[src/rtl/pixel_plot_sink_if.sv]
// Pixel plot request channel: a game datapath drives x/y/colour/plot and the
// sink answers with ready.
interface pixel_plot_sink_if #(
  parameter int COLOUR_BITS = 3
);
  logic                   plot;
  logic [7:0]             x;
  logic [6:0]             y;
  logic [COLOUR_BITS-1:0] colour;
  logic                   ready;

  modport master (output plot, x, y, colour, input ready);
  modport slave  (input plot, x, y, colour, output ready);
endinterface

[src/rtl/pixel_plot_sink.sv]
// Pixel plot sink: buffers bounds-checked plot requests, writes them to a framebuffer
// port and runs full-screen clear sweeps. Define PLOT_DROP_COUNT_EN to count dropped requests.
module pixel_plot_sink #(
  parameter int WIDTH       = 160,
  parameter int HEIGHT      = 120,
  parameter int COLOUR_BITS = 3,
  parameter int FIFO_DEPTH  = 4
) (
  input  logic                   clk,
  input  logic                   reset,
  pixel_plot_sink_if.slave       pix,
  input  logic                   clear,
  input  logic [COLOUR_BITS-1:0] clear_colour,
  output logic                   busy,
  output logic [14:0]            mem_addr,
  output logic [COLOUR_BITS-1:0] mem_data,
  output logic                   mem_we,
  output logic [7:0]             dropped_count
);
  localparam int PW = $clog2(FIFO_DEPTH);
  localparam int CW = PW + 1;
  localparam logic [14:0] LAST_ADDR = 15'(WIDTH * HEIGHT - 1);

  typedef enum logic {IDLE, CLEAR} state_t;

  state_t                 state;
  logic [14:0]            fifo_addr [FIFO_DEPTH];
  logic [COLOUR_BITS-1:0] fifo_col  [FIFO_DEPTH];
  logic [PW-1:0]          wr_ptr, rd_ptr;
  logic [CW-1:0]          count;
  logic                   clear_pending;
  logic [COLOUR_BITS-1:0] fill_colour;
  logic [14:0]            sweep;

  logic        fifo_full, fifo_empty, ready_int, accept, in_range, push, pop;
  logic [14:0] enq_addr;

  assign fifo_full  = (count == CW'(FIFO_DEPTH));
  assign fifo_empty = (count == '0);
  assign ready_int  = !fifo_full && !clear_pending && (state != CLEAR);
  assign pix.ready  = ready_int;
  assign accept     = pix.plot && ready_int;
  assign in_range   = (32'(pix.x) < WIDTH) && (32'(pix.y) < HEIGHT);
  assign push       = accept && in_range;
  assign pop        = (state == IDLE) && !fifo_empty;
  assign enq_addr   = 15'(pix.y) * 15'(WIDTH) + 15'(pix.x);
  assign busy       = !fifo_empty || clear_pending || (state == CLEAR);

  // Storage needs no reset: only entries below count are ever read.
  always_ff @(posedge clk) begin
    if (push) begin
      fifo_addr[wr_ptr] <= enq_addr;
      fifo_col[wr_ptr]  <= pix.colour;
    end
  end

  always_ff @(posedge clk) begin
    if (reset) begin
      state         <= IDLE;
      wr_ptr        <= '0;
      rd_ptr        <= '0;
      count         <= '0;
      clear_pending <= 1'b0;
      fill_colour   <= '0;
      sweep         <= '0;
      mem_we        <= 1'b0;
      mem_addr      <= '0;
      mem_data      <= '0;
    end else begin
      mem_we <= 1'b0;
      if (push) wr_ptr <= wr_ptr + PW'(1);
      case ({push, pop})
        2'b10:   count <= count + CW'(1);
        2'b01:   count <= count - CW'(1);
        default: count <= count;
      endcase
      // A clear arriving while one is pending or running is dropped.
      if (clear && !clear_pending && state != CLEAR) begin
        clear_pending <= 1'b1;
        fill_colour   <= clear_colour;
      end
      case (state)
        IDLE: begin
          if (pop) begin
            mem_we   <= 1'b1;
            mem_addr <= fifo_addr[rd_ptr];
            mem_data <= fifo_col[rd_ptr];
            rd_ptr   <= rd_ptr + PW'(1);
          end else if (clear_pending) begin
            state <= CLEAR;
            sweep <= '0;
          end
        end
        CLEAR: begin
          mem_we   <= 1'b1;
          mem_addr <= sweep;
          mem_data <= fill_colour;
          if (sweep == LAST_ADDR) begin
            state         <= IDLE;
            clear_pending <= 1'b0;
          end else begin
            sweep <= sweep + 15'd1;
          end
        end
        default: state <= IDLE;
      endcase
    end
  end

`ifdef PLOT_DROP_COUNT_EN
  always_ff @(posedge clk) begin
    if (reset) dropped_count <= '0;
    else if (accept && !in_range && dropped_count != 8'hFF)
      dropped_count <= dropped_count + 8'd1;
  end
`else
  assign dropped_count = '0;
`endif
endmodule

[src/flat_wrapper.sv]
// flat-port wrapper written by rule: the top's interface ports become plain ports
module pixel_plot_sink_flat 
#(
  parameter int WIDTH       = 160,
  parameter int HEIGHT      = 120,
  parameter int COLOUR_BITS = 3,
  parameter int FIFO_DEPTH  = 4
)
  (clk, reset, clear, clear_colour, busy, mem_addr, mem_data, mem_we, dropped_count, pix_plot, pix_x, pix_y, pix_colour, pix_ready);
  pixel_plot_sink_if #(.COLOUR_BITS(COLOUR_BITS)) pix_i ();
  input  logic clk;
  input  logic reset;
  input  logic clear;
  input  logic [COLOUR_BITS-1:0] clear_colour;
  output logic busy;
  output logic [14:0] mem_addr;
  output logic [COLOUR_BITS-1:0] mem_data;
  output logic mem_we;
  output logic [7:0] dropped_count;
  input wire logic [$bits(pix_i.plot)-1:0] pix_plot;
  input wire logic [$bits(pix_i.x)-1:0] pix_x;
  input wire logic [$bits(pix_i.y)-1:0] pix_y;
  input wire logic [$bits(pix_i.colour)-1:0] pix_colour;
  output wire logic [$bits(pix_i.ready)-1:0] pix_ready;
  assign pix_i.plot = pix_plot;
  assign pix_i.x = pix_x;
  assign pix_i.y = pix_y;
  assign pix_i.colour = pix_colour;
  assign pix_ready = pix_i.ready;
  pixel_plot_sink #(.WIDTH(WIDTH), .HEIGHT(HEIGHT), .COLOUR_BITS(COLOUR_BITS), .FIFO_DEPTH(FIFO_DEPTH)) u_core (.clk(clk), .reset(reset), .pix(pix_i), .clear(clear), .clear_colour(clear_colour), .busy(busy), .mem_addr(mem_addr), .mem_data(mem_data), .mem_we(mem_we), .dropped_count(dropped_count));
endmodule
[config.mk]
export PLATFORM = sky130hd
export DESIGN_NAME = pixel_plot_sink_flat
export DESIGN_NICKNAME = d
export VERILOG_FILES = /design/src/rtl/pixel_plot_sink_if.sv /design/src/rtl/pixel_plot_sink.sv /design/src/flat_wrapper.sv
export SDC_FILE = /design/constraint.sdc
export NUM_CORES = 1
export LEC_CHECK = 0
export ABC_AREA = 1
export BUFFER_PORTS_ARGS = -buffer_cell sky130_fd_sc_hd__buf_2
export CELL_PAD_IN_SITES_DETAIL_PLACEMENT = 1
export CELL_PAD_IN_SITES_GLOBAL_PLACEMENT = 1
export CORE_MARGIN = 5
export CORE_UTILIZATION = 46
export DETAILED_ROUTE_END_ITERATION = 10
export HOLD_SLACK_MARGIN = 0.08
export PLACE_DENSITY_LB_ADDON = 0.1
export SETUP_SLACK_MARGIN = 0.5
export SYNTH_ARGS = -nofsm -noshare
export SYNTH_HDL_FRONTEND = slang
export SYNTH_SLANG_ARGS = --single-unit
[constraint.sdc]
create_clock -name clk -period 2.88 [get_ports clk]
set_clock_uncertainty 0.15 [all_clocks]
set_input_delay 0.432 -clock clk [delete_from_list [all_inputs] [get_ports clk]]
set_output_delay 0.432 -clock clk [all_outputs]
set_load 0.05 [all_outputs]
[Word-level counts from Yosys, hierarchy flattened]
Memory sizes are Yosys's and may differ from the RTL's. A register that Yosys moved wholly into a read port is not among the register bits.
Cells that the tools add are included.
Word-level totals
  bits in registers: 46
  RAM bits: 72
  input port bits: 25
  memories kept: 2
Memories
  u_core.fifo_addr: words 4, bits a word 15, rd ports 1, clocked after Yosys merged registers in 1, write ports 1, line pixel_plot_sink.sv:27  | logic [14:0] fifo_addr [FIFO_DEPTH];
  u_core.fifo_col: words 4, bits a word 3, rd ports 1, clocked after Yosys merged registers in 1, write ports 1, line pixel_plot_sink.sv:28  | logic [COLOUR_BITS-1:0] fifo_col [FIFO_DEPTH];
Operators by class
  muxes and demuxes: 24
  equality and inequality tests: 8
  reductions and logical operators: 17
  bitwise logic cells: 1
  add/subtract/negate cells: 6
  magnitude comparators: 2
  $mul: 1
Operator list (number)
  two-way mux 15 bit: 4
  case mux 15 bit (2 select lines): 2
  adder 15 x 1 -> 15 bit (second input constant): 1
  adder 15 x 8 -> 15 bit: 1
  == test 15 bit (second input constant): 1
  case mux 3 bit (2 select lines): 2
  multiplier 7 x 3 -> 10 bit (second input constant): 1
  two-way mux 1 bit: 9
  logical AND 1 bit: 8
  less-than comparator 8 bit (second input constant): 1
  two-way mux 2 bit: 4
  less-than comparator 7 bit (second input constant): 1
  adder 2 x 1 -> 2 bit (second input constant): 2
  != test 2 x 1 -> 1 bit (second input constant): 2
  != test 2 bit (second input constant): 2
  case mux 1 bit (2 select lines): 2
  adder 3 x 1 -> 3 bit (second input constant): 1
  == test 3 bit (second input constant): 1
  zero test 1 bit: 3
  zero test 3 bit: 1
  two-way mux 3 bit: 1
  AND reduction 3 bit: 1
  subtractor 3 x 1 -> 3 bit (second input constant): 1
  == test 2 x 1 -> 1 bit (second input constant): 1
  other kinds (5): 6

[Logic depth before layout (Yosys ltp)]
  depth in word-level cells: 8
  gate-level depth with buffers: 14
  mapped depth without buffers: 13

[Least setup slack after synthesis]
Ideal clock, no wire load.
  kind: register -> register
  from: reg u_core.state
  to: mem u_core.fifo_addr[0][0], enable pin
  clock period less this slack: 2.789 ns
  setup time: 0.393 ns
  stages on the path, launching flop included: 9
  arrival time: 2.247 ns
  slack: 0.091 ns
  cell sequence: dfxtp_1 > buf_2 > inv_1 > nand2_1 > a21oi_2 > nand2_1 > nor2_1 > inv_1 > nor2_1
Between the ends
  longest elaborated chain between the ends: 6
Ends and longest elaborated chain
  start, declared: line pixel_plot_sink.sv:26  | state_t state;
  start signal, assigned: line pixel_plot_sink.sv:59  | state <= IDLE;
  start signal, assigned: line pixel_plot_sink.sv:90  | state <= CLEAR;
  start signal, assigned: line pixel_plot_sink.sv:99  | state <= IDLE;
  inverter 1 bit: line pixel_plot_sink.sv:40  | assign ready_int = !fifo_full && !clear_pending && (state != CLEAR);
  logical AND 1 bit: line pixel_plot_sink.sv:40
  net pix_ready: line flat_wrapper.sv:24  | output wire logic [$bits(pix_i.ready)-1:0] pix_ready;
  logical AND 1 bit: line pixel_plot_sink.sv:42  | assign accept = pix.plot && ready_int;
  logical AND 1 bit: line pixel_plot_sink.sv:44  | assign push = accept && in_range;
  two-way mux 1 bit: line pixel_plot_sink.sv:51  | if (push) begin
  two-way mux 1 bit (not written as such): line pixel_plot_sink.sv:52  | fifo_addr[wr_ptr] <= enq_addr;
  end, declared: line pixel_plot_sink.sv:27
The timed path passes the listed nets, and every way through them passes these cells.

[Worst setup path in the final report]
  from: in pix_y[1]
  to: mem u_core.fifo_addr[1][13] (data pin)
Between the ends
  longest elaborated chain between the ends: 2
Ends and longest elaborated chain
  start, declared: line flat_wrapper.sv:22  | input wire logic [$bits(pix_i.y)-1:0] pix_y;
  multiplier 7 x 3 -> 10 bit: line pixel_plot_sink.sv:46  | assign enq_addr = 15'(pix.y) * 15'(WIDTH) + 15'(pix.x);
  adder 15 x 8 -> 15 bit: line pixel_plot_sink.sv:46
  net u_core.enq_addr[13]: line pixel_plot_sink.sv:36  | logic [14:0] enq_addr;
The timed path passes the listed nets, and every way through them passes these cells.

==> impl_metrics.json <==
{
  "pwr-share-clk_pct": 31.9,
  "finalHoldViolations": 0,
  "core_um2": 11900,
  "hold_class": "input port to register",
  "track_usage_pct": 20.5,
  "holdCritStartpoint": "pix_x[4]",
  "grt_pass1_vias": 4598,
  "pre_cts_slack_ns": 0.133,
  "drt_iter0_drc": 199,
  "synth_area_um2": 5540,
  "power_frac_seq_pct": 34.8,
  "path_max_fanout": 4,
  "hpwl_um": 9590,
  "synth_common_cells": "nand2_1 (112), nor2_1 (81), edfxtp_1 (72)",
  "crit_start": "pix_y[1]",
  "portBuffers": 45,
  "ys_types": 33,
  "setup_ws_ns": 0.569,
  "rr_startpoint": "u_core.count[0]",
  "vias_per_cell": 5.32,
  "switchingPower_uw": 2540,
  "yosysMostFrequentCell": "nand2_1",
  "p_comb_share_pct": 33.3,
  "outcome": "complete, no violations",
  "slew_headroom_pct": 56.3,
  "ys_top_cells_by_area": "edfxtp_1 (39%), dfxtp_1 (17%), nand2_1 (7.6%), nor2_1 (5.5%), o21ai_0 (4.9%)",
  "ys_ff_latch": 120,
  "drt_pass1_iterations": 4,
  "synth_top_area_share_pct": 39.0,
  "layout.cells.non_filler": 811,
  "nNetsFinal": 698,
  "async_flop_share_pct": 0,
  "die_x_um": 120,
  "grt_max_degree": 38,
  "dieArea_um2": 14300,
  "cts_inserted_buffers": 17,
  "yosysSeqAreaShare_pct": 56.4,
  "tightest_slew_ns": 0.655,
  "row_count": 40,
  "switching_share_pct": 39.8,
  "synth_edf_count": 72,
  "critPathKind": "input port to register",
  "maxCapViolations": 0,
  "peakVddDrop_mv": 0.735,
  "start_util_pct": 46.5,
  "synth.avg_cell_area_um2": 9.35,
  "cts_tree": "done",
  "drt_wl_total_um": 14200,
  "required_ns": 2.87,
  "max_freq_ghz": 0.433,
  "worstSetupEndpointType": "register",
  "overflow": 0,
  "ys_warn_count": 0,
  "drive_above_1_share_pct": 18.5,
  "ant_nets": 0,
  "drc": 0,
  "n_antenna_cell": 0,
  "slew_viol_final": 0,
  "vias": 4318,
  "finalSetupViolCount": 0,
  "gp_congestion": 0.803,
  "cts.clk_slew.worst_paths_ns": 0.06,
  "synth_ff_type": "edfxtp_1",
  "grt_pass1_wl_um": 23000,
  "post-cts-setup-buffer-count": 0,
  "ios": 54,
  "netlist_instances": 592,
  "dp.cells": 773,
  "clk_path_buf_depth": 2,
  "p_per_area_nw_per_um2": 969,
  "rsz0062_at_grt": "true",
  "fp.dieH_um": 120,
  "clk_latency_ns": 0.42,
  "post_drt_wl_per_cell_um": 17.5,
  "setup_tns_ns": 0,
  "critPathLaunchType": "input port",
  "areaGrowthSynthToFinish_pct": 19.0,
  "arrival_ns": 2.31,
  "intPower_uw": 3840,
  "yosysTopAreaCell": "edfxtp_1",
  "leakagePower_uw": 0.00257,
  "finalCritPeriodShare_pct": 80.2,
  "antenna_found_initial": 0,
  "final.min_clock_period_ns": 2.31,
  "cts-htree-levels": 4,
  "clock-root-buffer": "clkbuf_16",
  "cts_sinks": 120
}
worst paths after layout:
kind         cells past startpoint                       to  slack [ns]
min                              1   u_core.fifo_addr[3][4]        0.09
max                             10  u_core.fifo_addr[1][13]        0.57
min reg2reg                      2          u_core.sweep[9]        0.33
max reg2reg                     12          u_core.count[2]        0.63
power by group through the flow:
stage	Clock [uW]	Combinational [uW]	Sequential, uW
4_1_cts	2060	2130	2220
2_1_floorplan	0	1150	2640
5_1_grt	2160	2330	2250
3_5_place_dp	0	2100	2250
3_3_place_gp	0	2030	2240
6_report	2040	2130	2220
per-layer routing:
| metal | part of all wire [%] | wire, um | up-vias | GRT usage, % |
|---|---|---|---|---|
| met5 | 0 | 0 | - | 0 |
| met4 | 1.3 | 185 | 0 | 6.30 |
| met3 | 2.7 | 378 | 16 | 4.05 |
| met2 | 51 | 7300 | 62 | 35.6 |
| met1 | 45 | 6340 | 2131 | 25.9 |
| li1 | - | - | 2109 | - |
worst max-delay path, stage by stage:
cell and delay [ns]:
buf_2 0.12, ha_1 0.29, ha_1 0.24, fa_1 0.43
xor2_2 0.20, nand2_2 0.13, nor2_4 0.14, nand3_1 0.12
nand2_1 0.10, nand2_1 0.11
cell usage in the layout, fill, tap and decap left out, drive strengths merged:
cell type	n
buf	57
nor4	1
dfxtp	48
o21bai	2
clkbuf	17
clkinv	8
conb	8
xnor2	2
bufinv	1
nand3	24
nand2	120
fa	3
xor2	6
edfxtp	72
ha	19
or2	2
dlygate4sd3	6
a31oi	19
inv	55
o21ai	55
nand4	6
clkinvlp	4
a21oi	24
o22ai	18
a211oi	1
nor2	83
nor3	3
state kept, by name (all words and copies together), names as in the netlist, named ones only:
signal and cells:
u_core.clear_pending 1, u_core.count 3, u_core.fifo_addr 60, u_core.fifo_col 12
u_core.fill_colour 3, u_core.mem_addr 15, u_core.mem_data 3, u_core.mem_we 1
u_core.rd_ptr 2, u_core.state 1, u_core.sweep 15, u_core.wr_ptr 2
what timing repair did:
item	4_1_cts	5_1_grt
hold buffers	6	0
gates resized for setup	1	10
endpoints found under the setup margin	4	15
endpoints found under the hold margin	24	0
stage by stage:
step                total power (uW)  cell area (um^2)  utilization (%)  hold WS (ns)
finish                          6380              6590             55.3        0.0874
global route                    6730              6590             55.3        0.0861
CTS                             6410              6550             55.0        0.0808
detailed placement              4360              5910             49.6         0.315
global placement                4270              5910             49.6         0.311
floorplan                       3780              5590                -         0.286
cell type report:
class / instances / area, um^2
repair buffers: 63 / 375
multi-input cells: 396 / 2130
well taps: 147 / 184
clock inverters: 15 / 146
clock buffers: 17 / 425
flip-flops and latches: 120 / 3120
inverters: 53 / 200
fillers: 1390 / 5320
cell families (layout without fill, tap and decap cells):
family	count (synthesis)	after routing	synth area share (%)
buf+inv	83	148	6.76
compound gates	119	119	12.2
flops	120	120	56.4
other cells	1	8	0.0677
fa+ha+maj	22	22	5.38
simple gates	239	239	17.9
xor+xnor	8	8	1.27
Note: power is estimated with default switching activity, not from simulation.
